File: config.mk
export PLATFORM = sky130hd
export DESIGN_NAME = ff_bank_arbiter
export DESIGN_NICKNAME = d
export VERILOG_FILES = /design/src/rtl/ff_bank_arbiter.sv
export SDC_FILE = /design/constraint.sdc
export NUM_CORES = 1
export LEC_CHECK = 0
export ABC_AREA = 1
export ABC_CLOCK_PERIOD_IN_PS = 1800
export CORE_ASPECT_RATIO = 0.75
export CORE_UTILIZATION = 43
export CTS_CLUSTER_DIAMETER = 30
export DETAILED_ROUTE_END_ITERATION = 6
export PLACE_DENSITY = 0.86
export SYNTH_ARGS = -nofsm -noshare
export SYNTH_HDL_FRONTEND = slang
export SYNTH_SLANG_ARGS = --single-unit
File: constraint.sdc
create_clock -name CK -period 1.8 [get_ports CK]
set_input_delay 0.45 -clock CK [delete_from_list [all_inputs] [get_ports CK]]
set_output_delay 0.45 -clock CK [all_outputs]
set_load 0.005 [all_outputs]
File: src/rtl/ff_bank_arbiter.sv
// Arbitrates N requesters onto one shared W-bit register: clears win by lowest index,
// writes rotate round-robin, and every access is followed by GAP cooldown cycles.
module ff_bank_arbiter #(
    parameter int N   = 4,
    parameter int W   = 8,
    parameter int GAP = 2
) (
    input  logic           CK,
    input  logic           SR_N,
    input  logic [N-1:0]   REQ,
    input  logic [N-1:0]   CLR,
    input  logic [N*W-1:0] DIN,
    output logic [N-1:0]   GNT,
    output logic           CE_O,
    output logic           SR_O,
    output logic [W-1:0]   Q,
    output logic           BUSY
);

    localparam int PW = (N > 1) ? $clog2(N) : 1;

    typedef enum logic [1:0] {IDLE, WRITE, CLEAR, COOL} state_t;

    state_t        state, state_nxt;
    logic [PW-1:0] ptr;
    logic [PW-1:0] win, win_nxt;
    logic [3:0]    cnt, cnt_nxt;
    logic [PW-1:0] clr_idx, rr_idx;
    logic          clr_hit, rr_hit;

    // Descending scans so the last assignment is the highest-priority candidate.
    always_comb begin
        clr_hit = 1'b0;
        clr_idx = '0;
        for (int i = N-1; i >= 0; i--) begin
            if (CLR[i]) begin
                clr_hit = 1'b1;
                clr_idx = PW'(i);
            end
        end
    end

    always_comb begin
        rr_hit = 1'b0;
        rr_idx = '0;
        for (int i = N-1; i >= 0; i--) begin
            if (REQ[(int'(ptr) + i) % N]) begin
                rr_hit = 1'b1;
                rr_idx = PW'((int'(ptr) + i) % N);
            end
        end
    end

    always_comb begin
        state_nxt = state;
        win_nxt   = win;
        cnt_nxt   = cnt;
        case (state)
            IDLE: begin
                if (clr_hit) begin
                    state_nxt = CLEAR;
                    win_nxt   = clr_idx;
                end else if (rr_hit) begin
                    state_nxt = WRITE;
                    win_nxt   = rr_idx;
                end
            end
            WRITE, CLEAR: begin
                if (GAP == 0) begin
                    state_nxt = IDLE;
                end else begin
                    state_nxt = COOL;
                    cnt_nxt   = 4'(GAP - 1);
                end
            end
            COOL: begin
                if (cnt == 4'd0) state_nxt = IDLE;
                else             cnt_nxt   = cnt - 4'd1;
            end
            default: state_nxt = IDLE;
        endcase
    end

    always_ff @(posedge CK) begin
        if (!SR_N) begin
            state <= IDLE;
            win   <= '0;
            ptr   <= '0;
            cnt   <= '0;
            Q     <= '0;
        end else begin
            state <= state_nxt;
            win   <= win_nxt;
            cnt   <= cnt_nxt;
            if (state == WRITE) begin
                Q   <= DIN[win*W +: W];
                ptr <= (win == PW'(N-1)) ? '0 : win + PW'(1);
            end else if (state == CLEAR) begin
                Q <= '0;
            end
        end
    end

    // Strobes decode straight from registered state, so they move only on CK edges.
    always_comb begin
        GNT  = ((state == WRITE) || (state == CLEAR)) ? (N'(1) << win) : '0;
        CE_O = (state == WRITE);
        SR_O = (state == CLEAR);
        BUSY = (state != IDLE);
    end

endmodule

==> summary.txt, run 1 <==
Status
  • Status: finished clean

Placement
  • Cell Area, Placed: 2080 um2
  • RD Place Congestion: 0.878
  • DP HPWL: 2930 um
  • Input/output buffers: 56

Timing
  • Fmax: 582 MHz
  • RSZ-0062 raised after global routing: false
  • Worst Clk Skew: 1.37 ps
  • Slew Viols, Final: 0
  • Setup-failing EPs final: 0
  • Hold Vio Cnt, Final: 0
  • Worst-Margin Slew: 461 ps
  • Tcrit/Tclk final: 95.4%
  • Relative slew slack: 69.2%
  • Crit path time final: 1720 ps

Detailed routing
  • First DRT Iteration DRCs: 103
  • Met1 WL: 1860 um
  • Number of remaining DRC errors: 0
  • Met2 wire length: 1850 um
  • Drt pass-1 iters: 5
  • Vias: 1666
  • Met3 wire length: 313 um
  • ANT nets after route: 0
  • DR WL/cell: 12.4 um
  • Highest metal used: met4
  • Avg Vias per Cell: 5.11
  • WL final: 4030 um

Synth
  • Top-area cell type share of the netlist area: 26.2%
  • Seq cells post-synth: 18
  • Largest area contributor in the netlist: dfxtp_1
  • EDFF count, synth: 0
  • Mapped cell area: 1380 um2
  • Most frequent cell after synthesis: nand2_1
  • Seq/Total Area, Yosys: 26.2%
  • Main synth FF type: dfxtp_1
  • Synth Net Count: 267
  • Yosys cell types: 28
  • Async SR Flop Fraction: 0%
  • Synth Warn #: 0
  • Avg Inst Size Synth: 6.41 um2
  • Synth Instances: 215
  • Top cells by count, synth: nand2_1 (54), nor2_1 (27), inv_1 (23), o21ai_0 (22), dfxtp_1 (18)
  • Main area contributors after synthesis: dfxtp_1 (26%), nand2_1 (15%), ha_1 (9.1%)

Power
  • Pleak: 0.986 nW
  • Power Dens Cells: 896 nW/um2
  • Total Power: 1.93 mW
  • VDD IR max: 0.390 mV

Worst setup path
  • Cell repeated most along the worst path: inv_1
  • Worst r2r dst: cnt[3]
  • Crit path launch type: flop
  • CP Data Arrival Time: 1270 ps
  • Max stage delay cell, worst path: dfxtp_4
  • CP Data Required Time: 1350 ps
  • Max stage delay on crit path: 370 ps
  • WS Path Type: flop to output pin
  • R2r startpoint: state[1]
  • Crit Path Max Fanout: 5
  • CP cell instances: inv_1 -> ha_1 -> nand2_2 -> inv_1 -> dlygate4sd2_1
  • R2R cell count: 9
  • Crit. End Element: output pin
  • Flop2flop setup slack: 170 ps

Floorplanning
  • Initial Util: 45.9%
  • Die X: 67.4 um
  • Core Rows: 17
  • I/O pins: 57
  • Core Area: 3000 um2
  • Die Area: 3440 um2
  • Die height: 51.0 um

Clock network
  • Worst-path clk slew: 70 ps
  • CTS Buf Count: 3
  • CTS H-Tree Depth: 1
  • CTS tree: done
  • Clk buf depth: 2
  • CTS root buffer: clkbuf_8
  • Clock net sink count: 18
  • Clk Latency, worst-skew pair: 250 ps

Hold path
  • Worst hold stages: 2
  • Hold Startpoint: Q[0]
  • Hold Path End: Q[0]
  • Hold Path Class: flop to flop

Global routing
  • All-Layer GR Usage: 24.9%
  • Largest net degree at the start of global routing: 18
  • Number of global-route vias before repair: 1420
  • Initial antenna violation count: 0
  • First-pass GRT wire length: 6410 um
  • GRT overflow: 0

Final layout
  • Antenna cells: 0
  • Multi-input gate area: 902 um2
  • Sequential cell area: 370 um2
  • FILL cells: 241
  • NumNets Final: 342
  • Area added between synthesis and finish: 56.6%
  • Cell area after layout: 2160 um2
  • Fin util: 71.9%
  • Share of layout cells above drive strength 1: 16.7%

Job
  • Max-Cap Viols: 0
==> through the flow <==
step                      setup WS (ps)  hold WS [ps]  setup TNS [ps]  cells
after floorplan                     320           458               0    215
after global placement            -51.0           451            -198    321
after detailed placement          -81.9           456            -409    321
after CTS                          9.55           465               0    325
after global routing               14.8           484               0    326
final                              83.0           466               0    326
==> power breakdown <==
part	internal [mW]	switching, mW
Clock	0.149	0.133
Combinational	0.527	0.586
Sequential	0.468	0.0705
==> kinds of logic after synthesis <==
group / share of synthesized area (%)
buffers and inverters: 9.45
AOI/OAI and AO/OA: 23.3
and+or+nand+nor: 31.3
xor gates and xnor gates: 0.636
adders and majority gates: 9.08
DFF: 26.2
==> registers in the layout, indices dropped and copies added, names as in the netlist <==
signal / flops
Q: 8
cnt: 4
ptr: 2
state: 2
win: 2
==> critical path: cells and delay by family (launching register included) <==
| family | cells | cell delay [ps] |
|---|---|---|
| DFF | 1 | 370 |
| buffers and inverters | 3 | 350 |
| adders and majority gates | 1 | 220 |
| and+or+nand+nor | 1 | 80 |
==> how the worst max path moves through the flow <==
stage                     cells past startpoint      to      from  slack (ps)
after floorplan                               6  GNT[0]    win[0]         320
after global placement                        8  win[1]    CLR[2]         -50
after detailed placement                      9  win[1]    REQ[2]         -80
after CTS                                     6  GNT[2]  state[1]          10
after global routing                          5  GNT[0]    win[0]          10
final                                         5  GNT[0]    win[0]          80
==> layout make-up <==
class	count	area share, %
multi-input cells	166	41.8
inverters	25	4.35
clock buffers	3	1.91
repair buffers	76	32.5
well taps	38	2.20
flip-flops and latches	18	17.2
==> layer usage <==
layer / up-vias / global-route usage (%)
met4: 0 / 2.48
met3: 2 / 7.14
met5: - / 0
li1: 851 / -
met2: 69 / 39.7
met1: 744 / 34.1
==> placed cells by master (no fill, tap or decap), types with 3 or more instances in the layout <==
master           count
nand2_1             53
clkdlybuf4s50_1     49
nor2_1              27
o21ai_0             22
inv_1               20
buf_4               19
a21oi_1             15
dfxtp_1             14
o22ai_1              9
ha_1                 9
nand3_1              7
dlygate4sd2_1        6
inv_2                5
nand2_2              4
o21ai_2              3
clkbuf_8             3
==> what timing repair did <==
action                     in CTS  in global routing
buffers inserted                1                  1
hold buffers                    0                  0
pin swaps                       1                  1
gates resized for setup        20                  3
hold endpoints to repair        0                  0
setup endpoints to repair       7                  2
No activity file was read; power rests on OpenSTA's default activity.
==> run 2: changes to the inputs <==
--- a/config.mk
+++ b/config.mk
@@ -6,7 +6,6 @@
 export NUM_CORES = 1
 export LEC_CHECK = 0
 export ABC_AREA = 1
-export ABC_CLOCK_PERIOD_IN_PS = 1800
 export CORE_ASPECT_RATIO = 0.75
 export CORE_UTILIZATION = 43
 export CTS_CLUSTER_DIAMETER = 30
==> results of run 2 <==
No change in the layout: final DEF, timing and power equal those of run 1.
==> run 3: changes to the inputs <==
==> constraint.sdc (replaced) <==
create_clock -name CK -period 1.63 [get_ports CK]
set_input_delay 0.4075 -clock CK [delete_from_list [all_inputs] [get_ports CK]]
set_output_delay 0.4075 -clock CK [all_outputs]
set_load 0.005 [all_outputs]
==> run 3 against run 2 <==
Critical path depth increased by 1. Flip-flop and latch count did not move. The run now ends with setup timing left. Combinational power increased by 32%. Non-clock buffer count rose by 6. Clock power rose by 13%. Global-route usage grew 1.5 points. Worst setup slack worse by 87 ps.
==> summary.txt, run 3 (synthesized netlist as in run 1, its figures left out) <==
Status
  • Status: finished, violations left
  • Failing checks: setup timing

Final layout
  • Most frequent cells in the layout: nand2_1 (52), clkdlybuf4s50_1 (49), nor2_1 (26)
  • Antenna cells: 0
  • Largest registers: Q x8, cnt x4
  • NumNets Final: 348
  • Sequential cell area: 365 um2
  • Fin util: 75.8%
  • Multi-input gate area: 958 um2
  • FILL cells: 225
  • Commonest non-fill, non-tap cell in the layout: nand2_1
  • Area added between synthesis and finish: 65.1%
  • Register with the most flip-flops: Q
  • Number of flip-flops in the largest register: 8
  • Share of layout cells above drive strength 1: 23.5%

Floorplanning
  • Initial Util: 45.9%
  • Die X: 67.4 um
  • Die Area: 3440 um2
  • Core Rows: 17
  • I/O pins: 57
  • Core Area: 3000 um2
  • Die height: 51.0 um

Timing
  • Setup ws final: -4.51 ps
  • Setup-failing EPs final: 2
  • Slew Viols, Final: 0
  • Hold Vio Cnt, Final: 0
  • Crit path time final: 1630 ps
  • Worst Clk Skew: 3.95 ps
  • Final TNS setup: -8.14 ps
  • Tcrit/Tclk final: 100%
  • Worst-Margin Slew: 385 ps
  • Fmax: 612 MHz
  • RSZ-0062 raised after global routing: true
  • Relative slew slack: 74.3%

Power
  • Power Dens Cells: 1040 nW/um2
  • Flop pwr share: 24.6%
  • Pleak: 1.04 nW
  • Net Switching: 0.978 mW
  • Clock Power Share: 13.5%
  • P_int: 1.40 mW
  • Switching part of the total: 41.2%
  • Total Power: 2.38 mW
  • Gate power share: 62.0%
  • VDD IR max: 0.455 mV

Detailed routing
  • Drt pass-1 iters: 5
  • Vias: 1734
  • ANT nets after route: 0
  • WL final: 4330 um
  • DR WL/cell: 13.0 um
  • Avg Vias per Cell: 5.22
  • First DRT Iteration DRCs: 85
  • Number of remaining DRC errors: 0

Global routing
  • First-pass GRT wire length: 6780 um
  • GRT overflow: 0
  • Initial antenna violation count: 0
  • All-Layer GR Usage: 26.4%
  • Number of global-route vias before repair: 1567
  • Largest net degree at the start of global routing: 17

Placement
  • DP HPWL: 3160 um
  • Input/output buffers: 56
  • RD Place Congestion: 0.944

Worst setup path
  • CP cell instances: inv_2 -> ha_4 -> buf_6 -> nand2_4 -> inv_2 -> buf_6
  • Max stage delay cell, worst path: dfxtp_2
  • CP Data Arrival Time: 1230 ps
  • Crit path launch type: flop
  • Max stage delay on crit path: 330 ps
  • Crit Path Max Fanout: 4
  • Crit. End Element: output pin
  • CP Data Required Time: 1220 ps
  • WS Path Type: flop to output pin

Clock network
  • Clock net sink count: 18
  • Clk buf depth: 2
  • Worst-path clk slew: 70 ps
  • CTS H-Tree Depth: 1
  • CTS tree: done
  • Clk Latency, worst-skew pair: 260 ps
  • Post-CTS Hold Fix Bufs: 0
  • CTS Buf Count: 3
  • CTS root buffer: clkbuf_8

Hold path
  • Hold Path Class: flop to flop

Job
  • Max-Cap Viols: 0
==> run 3: critical path, delay by kind of cell (launching register included) <==
family	cells	cell delay (ps)
DFF	1	330
buffers and inverters	4	300
adders and majority gates	1	290
and+or+nand+nor	1	50
==> run 3: metal layers <==
layer  share of wire [%]  global-route usage [%]
met2                  47                    46.3
met3                 7.3                    6.92
met5                   0                       0
met4                0.39                    4.26
met1                  45                    32.5
==> run 3: timing repair <==
item,in CTS,in global routing
setup buffers,6,1
setup endpoints to repair,8,14
pin swaps,1,3
endpoints found under the hold margin,0,0
resized for setup,30,24
==> run 3: per-stage QoR <==
step / area (um2) / setup WS, ps / std cells / hold slack (ps)
finish: 2270 / -4.51 / 332 / 465
global route: 2270 / -42.0 / 332 / 490
CTS: 2210 / -16.8 / 332 / 465
detailed placement: 2110 / -240 / 323 / 457
global placement: 2110 / -190 / 323 / 450
floorplan: 1380 / 193 / 215 / 458
==> run 3: final cells by class <==
cell class / instances / share of cell area (%)
Sequential cell: 18 / 16.1
Tap cell: 38 / 2.09
Multi-Input combinational cell: 166 / 42.1
Inverter: 25 / 4.24
Timing Repair Buffer: 82 / 33.7
Clock buffer: 3 / 1.82
==> run 3: final timing paths <==
kind / startpoint / to / slack [ps] / cells after the start
worst max-delay path: state[1] / GNT[3] / -5 / 6
worst min-delay path: Q[2] / Q[2] / 460 / 2
worst max register to register: state[1] / cnt[2] / 120 / 8
worst min register to register: Q[2] / Q[2] / 460 / 2
==> run 3: power groups by stage <==
| stage | Clock [mW] | Combinational (mW) | Sequential, mW |
|---|---|---|---|
| finish | 0.320 | 1.47 | 0.583 |
| CTS | 0.318 | 1.34 | 0.576 |
| global route | 0.328 | 1.60 | 0.591 |
| detailed placement | 0 | 1.20 | 0.577 |
| global placement | 0 | 1.16 | 0.574 |
| floorplan | 0 | 0.670 | 0.569 |
